$ cat src/rtl/poly_row_accumulator.sv
// Row-serial 4x4 polynomial multiplier over 8-bit coefficients, driven by sticky sequencer strobes.
// Optional POLY_NEGACYCLIC_EN folds the 7-coefficient product modulo x^4+1.
module poly_row_accumulator (
    input  logic           clk,
    input  logic           reset,
    input  logic           sign0,
    input  logic           sign1,
    input  logic           sign2,
    input  logic           sign3,
    input  logic           halt,
    input  logic [31:0]    a,
    input  logic [31:0]    b,
    output logic [125:0]   result,
    output logic           row_ack,
    output logic [3:0]     rows_done,
    output logic           done,
    output logic           err
);

    localparam int unsigned CW = 8;   // operand coefficient width
    localparam int unsigned NC = 4;   // operand coefficients
    localparam int unsigned PW = 16;  // product width
    localparam int unsigned SW = 18;  // accumulator width
    localparam int unsigned NR = 7;   // result coefficients

    typedef enum logic [1:0] {IDLE, RUN, DONE, ERR} state_t;

    state_t                  state, next_state;
    logic [NC-1:0]           sign_q;
    logic                    halt_q;
    logic [4:0]              rise;
    logic                    multi;
    logic [1:0]              sign_idx;
    logic                    accept, load, go_err, go_done;
    logic [1:0]              row;
    logic [31:0]             a_lat, b_lat, op_a, op_b;
    logic [CW-1:0]           mult_a;
    logic [NC-1:0][PW-1:0]   prod;
    logic [NR-1:0][SW-1:0]   acc, acc_next;

    // Strobe rising edges; more than one set bit in the same cycle is a protocol error
    assign rise  = {halt, sign3, sign2, sign1, sign0} & ~{halt_q, sign_q};
    assign multi = |(rise & (rise - 5'd1));

    always_comb begin
        sign_idx = 2'd0;
        for (int k = 0; k < int'(NC); k++) begin
            if (rise[k]) sign_idx = 2'(k);
        end
    end

    always_ff @(posedge clk or posedge reset) begin
        if (reset) state <= IDLE;
        else       state <= next_state;
    end

    always_comb begin
        next_state = state;
        accept     = 1'b0;
        load       = 1'b0;
        go_err     = 1'b0;
        go_done    = 1'b0;
        row        = 2'd0;
        case (state)
            IDLE: begin
                if (multi) begin
                    next_state = ERR;
                    go_err     = 1'b1;
                end else if (rise[0]) begin
                    next_state = RUN;
                    accept     = 1'b1;
                    load       = 1'b1;
                end else if (rise[4]) begin
                    next_state = DONE;
                    go_done    = 1'b1;
                end else if (|rise[3:1]) begin
                    next_state = ERR;
                    go_err     = 1'b1;
                end
            end
            RUN: begin
                if (multi) begin
                    next_state = ERR;
                    go_err     = 1'b1;
                end else if (rise[4]) begin
                    next_state = DONE;
                    go_done    = 1'b1;
                end else if (|rise[3:0]) begin
                    row = sign_idx;
                    // Row k is only legal directly after row k-1 and only once
                    if (sign_idx != 2'd0 && rows_done[sign_idx - 2'd1] && !rows_done[sign_idx]) begin
                        accept = 1'b1;
                    end else begin
                        next_state = ERR;
                        go_err     = 1'b1;
                    end
                end
            end
            default: ;
        endcase
    end

    // Operands come straight from the ports on the sign0 clock, from the latches afterwards
    assign op_a   = load ? a : a_lat;
    assign op_b   = load ? b : b_lat;
    assign mult_a = op_a[{row, 3'b000} +: CW];

    always_comb begin
        for (int j = 0; j < int'(NC); j++) begin
            prod[j] = PW'(mult_a * op_b[j*CW +: CW]);
        end
    end

    always_comb begin
        acc_next = load ? '0 : acc;
        if (accept) begin
            for (int j = 0; j < int'(NC); j++) begin
                acc_next[3'(row) + 3'(j)] = acc_next[3'(row) + 3'(j)] + SW'(prod[j]);
            end
        end
    end

    always_ff @(posedge clk or posedge reset) begin
        if (reset) begin
            sign_q    <= '0;
            halt_q    <= 1'b0;
            a_lat     <= '0;
            b_lat     <= '0;
            acc       <= '0;
            rows_done <= '0;
            row_ack   <= 1'b0;
            done      <= 1'b0;
            err       <= 1'b0;
        end else begin
            sign_q  <= {sign3, sign2, sign1, sign0};
            halt_q  <= halt;
            acc     <= acc_next;
            row_ack <= accept;
            done    <= done | go_done;
            err     <= err | go_err;
            if (load) begin
                a_lat <= a;
                b_lat <= b;
            end
            if (accept) rows_done <= rows_done | (4'b0001 << row);
        end
    end

`ifdef POLY_NEGACYCLIC_EN
    logic [NR-1:0][SW-1:0] fold_next;

    // x^4 = -1: high coefficients subtract from their low counterparts
    always_comb begin
        fold_next = '0;
        for (int j = 0; j < 3; j++) begin
            fold_next[j] = acc_next[j] - acc_next[j+4];
        end
        fold_next[3] = acc_next[3];
    end

    always_ff @(posedge clk or posedge reset) begin
        if (reset) result <= '0;
        else       result <= fold_next;
    end
`else
    assign result = acc;
`endif

endmodule

$ cat config.mk
export PLATFORM = sky130hd
export DESIGN_NAME = poly_row_accumulator
export DESIGN_NICKNAME = d
export VERILOG_FILES = /design/src/rtl/poly_row_accumulator.sv
export SDC_FILE = /design/constraint.sdc
export NUM_CORES = 1
export LEC_CHECK = 0
export ABC_CLOCK_PERIOD_IN_PS = 26600
export BUFFER_PORTS_ARGS = -buffer_cell sky130_fd_sc_hd__buf_2
export CORE_ASPECT_RATIO = 1.25
export CORE_UTILIZATION = 45
export DETAILED_ROUTE_END_ITERATION = 6
export GPL_TIMING_DRIVEN = 0
export PLACE_DENSITY = 0.64
export RECOVER_POWER = 25
export SLEW_MARGIN = 30
export SYNTH_ARGS = -nofsm -noshare
export SYNTH_HDL_FRONTEND = slang
export SYNTH_SLANG_ARGS = --single-unit
$ cat constraint.sdc
create_clock -name clk -period 26.6 [get_ports clk]
set_input_delay 3.99 -clock clk [delete_from_list [all_inputs] [get_ports clk]]
set_output_delay 3.99 -clock clk [all_outputs]
set_load 0.01 [all_outputs]
Word-level counts from Yosys, hierarchy flattened
Cells that the tools add are included.
- shift operators: 2
- muxes and demuxes: 66
- eq/ne operators: 4
- reduce and logical (&&, ||, !) cells: 14
- $add $sub $neg: 9
- bitwise logic cells: 6
- multipliers: 4
- $lt $le $gt $ge: 10
- operator list (kind ; count):
    $bwmux W126 ; 4
    $mux W126 ; 2
    $bmux W18 S3 ; 3
    $demux W18 S3 ; 3
    $mux W18 ; 8
    $add A18 B16 Y18 ; 4
    $mul A8 B8 Y16 ; 4
    $mux W32 ; 2
    $bmux W18 S2 ; 1
    $demux W18 S2 ; 1
    $shiftx A32 B6 Y8 ; 1
    $mux W2 ; 14
    $mux W1 ; 22
    $lt A3 B4 Y1 const B ; 3
    $and A5 B5 Y5 ; 2
    $ge A3 B1 Y1 const B ; 3
    $ne A4 B4 Y1 const B ; 2
    $add A2 B2 Y3 const B ; 2
    $logic_and A1 B1 Y1 ; 6
    $lt A2 B3 Y1 const B ; 2
    $pmux W1 S2 ; 3
    $ne A5 B5 Y1 const B ; 1
    $not A5 Y5 ; 1
    $reduce_or A5 Y1 ; 1
    17 further kinds ; 20
- output and inout bits: 133
- logic and storage cells: 131
- register bits: 204
- input port bits: 71

Longest topological paths before layout
- depth in word-level cells: 27
- gate-level depth with buffers: 72
- depth with buffers taken out: 67

Worst setup path before layout
OpenSTA, ideal clock, no wires.
- kind: input-to-reg
- from: in halt
- to: reg acc, in the netlist result[53]
- slack: 8218 ps
- data required time: 26531 ps
- library setup time: 69 ps
- cell stages on the path: 59
- data arrival time: 18314 ps
- path through: nor2b_4 or4_4 nor3_2 clkbuf_1 clkbuf_1 buf_1 mux2i_1 inv_1 nand2_1 fa_1 fa_1 inv_1 fa_1 inv_1 fa_1 inv_1 ha_1 o21a_1 [23 not listed] inv_1 fa_1 inv_1 fa_1 inv_1 ha_1 a21boi_0 o21ai_0 a21boi_0 o21ai_0 a21boi_0 o21ai_0 a21oi_1 o21ai_0 mux2i_1 or2_2 or3_1 nand3_1
- RTL lines (element ; RTL line ; source):
    from (decl) ; 10 ; input logic halt,
    to (signal assigned) ; 137 ; acc <= acc_next;
    to (decl) ; 39 ; logic [NR-1:0][SW-1:0] acc, acc_next;

==> flow_metrics.py <==
metrics = {
    "final_layout": {
        "drive_above_1_share_pct": 11.7,
        "areaGrowthSynthToFinish_pct": 12.7,
        "stdcell_count": 4280,
        "nNetsFinal": 3951,
        "layout_common_cells": "nand2_1 (592), nor2_1 (339), inv_1 (335)",
        "final_common_cell": "nand2_1",
        "nFillCells": 5555,
    },
    "sta": {
        "rsz0062_at_grt": "no",
        "fin_skew_ps": 33.8,
        "setup_violations": 0,
        "final-hold-violation-count": 0,
        "tightestPinTransition_ps": 5120,
        "maxSlewHeadroom_pct": -241,
        "finalCritPeriodShare_pct": 88.4,
        "setup_tns_ps": 0,
        "drv_slew": 209,
        "period_needed_ps": 23520,
        "fmax_mhz": 42.5,
    },
    "synth": {
        "yosysUniqueCellTypes": 80,
        "async_flop_share_pct": 100,
        "synth_cells": 3265,
        "seq_area_frac_synth_pct": 20.4,
        "synth_flop_cell": "dfrtp_1",
        "syn_area_per_cell_sq_um": 7.68,
        "syn_nets": 3705,
        "synth-edff-count": 0,
        "syn_area_sq_um": 25100,
        "synth_seq_cells": 204,
        "yosysWarnings": 0,
    },
    "worst_setup_path": {
        "cp-startpoint": "sign2",
        "crit_fanout": 10,
        "cp-start-kind": "input port",
        "endpoint_kind": "flip-flop",
        "arrival_ps": 24030,
        "cp.required_ps": 27110,
        "path_common_cell": "fa_1",
        "crit_type": "in2reg",
        "crit_buf_inv": 14,
        "critPathSlowestCell": "o21ai_0",
        "critPathMaxStageDelay_ps": 810,
        "crit_family": "adder cells",
        "reg2regPathDepth": 63,
        "timing.rr.end": "result[125]$_DFF_PP0_",
        "r2r_setup_slack_ps": 6150,
        "rr_startpoint": "sign_q[2]$_DFF_PP0_",
    },
    "route": {
        "ant_nets": 0,
        "wl_mm": 158,
        "viasPerCell": 6.77,
        "drt-pass1-iter-count": 7,
        "first_iter_violations": 4356,
        "num_vias": 29000,
        "drc": 1,
        "wl_per_cell_microns": 37.0,
    },
    "pwr": {
        "ir_drop_v": 0.0000467,
        "p_leak_nw": 13.3,
        "p_per_area_nw_per_um2": 25.6,
    },
    "clocking": {
        "post_cts.repair.setup_buffers": 0,
        "htree_levels": 1,
        "hold_buffers": 0,
        "cts_resized": 0,
        "clock-sinks": 204,
        "cts_tree": "done",
        "cts_buffers": 26,
        "cts.reportedPaths.clkPinSlew_ps": 60,
        "cts-root-buf": "clkbuf_16",
        "clk_latency_ps": 620,
        "cts_buffer_depth": 3,
    },
    "grt": {
        "grt_pass1_vias": 28100,
        "grt.overflow.total": 0,
        "grt_usage_pct": 56.5,
        "grt_max_degree": 82,
        "antenna_found_initial": 19,
        "grt_pass1_wl_mm": 218,
    },
    "hold_path": {
        "worstHoldStart": "done$_DFF_PP0_",
        "hold_depth": 1,
        "hold_class": "reg2reg",
        "whs_endpoint": "done$_DFF_PP0_",
    },
    "floorplan": {
        "initial_core_util_pct": 45.6,
        "rows": 96,
        "die_y_microns": 266,
        "dieArea_sq_um": 56700,
        "ios": 204,
        "core_sq_um": 55000,
        "die_x_microns": 213,
    },
    "run_status": {
        "violations": "design-rule violations, max-capacitance violations, max-slew violations",
        "run_status": "finished, violations left",
    },
    "placement": {
        "dpl.cell_count": 4218,
        "place.gp.congestion": 1.12,
        "portBuffers": 203,
        "dp_hpwl_mm": 121,
    },
    "flow_run": {
        "drv_cap": 3,
    },
}
cell families (layout without fill, tap and decap cells):
logic type               count (synthesis)  count (layout)  share of synthesized area, %
AO/OA/AOI/OAI                          808             808                          20.0
AND/OR/NAND/NOR                       1155            1155                          19.1
XOR/XNOR                                61              61                          2.34
adder cells (fa/ha/maj)                369             369                          24.4
other                                    0              14                             0
buffers and inverters                  555             821                          8.39
multiplexers                           113             113                          5.39
flip-flops                             204             204                          20.4
layout make-up:
type | count | area (sq um) | area share, %
Tap cell | 735 | 920 | 3.25
Multi-Input combinational cell | 2506 | 18100 | 64.0
Clock inverter | 11 | 60.1 | 0.213
Antenna cell | 14 | 35.0 | 0.124
Clock buffer | 37 | 733 | 2.59
Sequential cell | 204 | 5100 | 18.1
Inverter | 339 | 1280 | 4.52
Buffer | 216 | 892 | 3.16
Timing Repair Buffer | 218 | 1140 | 4.04
per-layer routing:
metal	GRT usage, %	part of all wire [%]
met3	23.8	14
met4	53.4	12
met1	63.7	34
met5	0	0.017
met2	79.4	40
report_power, final:
group / switching, mW / internal [mW]
Combinational: 0.0351 / 0.0137
Clock: 0.170 / 0.191
Sequential: 0.00241 / 0.313
synth_stat cells, types with 6 or more instances:
cell type  number  area [sq um]
nor2b_1        21           131
xor2_1         11          96.3
nand2_1       592          2220
inv_1         336          1260
a21o_1         16           120
a221oi_1       28           245
buf_2           8          40.0
a211oi_1       62           465
nor2_1        344          1290
a31oi_1        51           319
and2_1         30           188
o21a_1         10          75.1
and3_1         23           144
buf_1          45           169
o22ai_1         8          50.1
dfrtp_1       204          5100
fa_1          200          4000
or3_1           6          37.5
mux2i_1        74           741
nand3_1        82           410
ha_1          169          2110
nand2b_1       15          93.8
o211ai_1       51           383
a2111oi_0       7          61.3
a22oi_1        30           225
clkbuf_1      162           608
xnor2_1        46           403
o21ai_0       216          1080
nor3_1         25           125
o21bai_1       15           113
mux2_2         23           259
o221ai_1       18           158
mux4_2         15           338
a21oi_1       241          1210
a311oi_1       13           114
state kept, by name (all words and copies together) (netlist names):
name       cells
state          2
result       126
rows_done      4
halt_q         1
row_ack        1
b_lat         32
sign_q         4
err            1
done           1
a_lat         32
through the flow:
| step | area [sq um] | hold slack, ps | setup slack, ps | total power [mW] | utilization, % |
|---|---|---|---|---|---|
| after floorplan | 25100 | 439 | 8220 | 0.344 | - |
| after global placement | 27000 | 443 | 1930 | 0.367 | 49.1 |
| after detailed placement | 27400 | 442 | 3060 | 0.368 | 49.8 |
| after CTS | 28200 | 458 | 3580 | 0.718 | 51.3 |
| after global routing | 28200 | 465 | 2570 | 0.734 | 51.3 |
| final | 28300 | 454 | 3080 | 0.725 | 51.4 |
worst max path at each step:
stage | slack, ps | cells after the start | to
floorplan | 8220 | 59 | result[53]$_DFF_PP0_
global placement | 1930 | 61 | result[125]$_DFF_PP0_
detailed placement | 3060 | 64 | result[125]$_DFF_PP0_
CTS | 3580 | 64 | result[125]$_DFF_PP0_
global route | 2570 | 65 | result[71]$_DFF_PP0_
finish | 3080 | 64 | result[125]$_DFF_PP0_
worst register-to-register path: cells and delay by family, from the launching register on:
family                   cells  cell delay (ps)
XOR/XNOR                     3             1170
adder cells (fa/ha/maj)     15             6810
AO/OA/AOI/OAI               19             5320
AND/OR/NAND/NOR             10             2030
flip-flops                   1              370
multiplexers                 3             1230
buffers and inverters       13             3450
(Power assumes the default switching activity.)
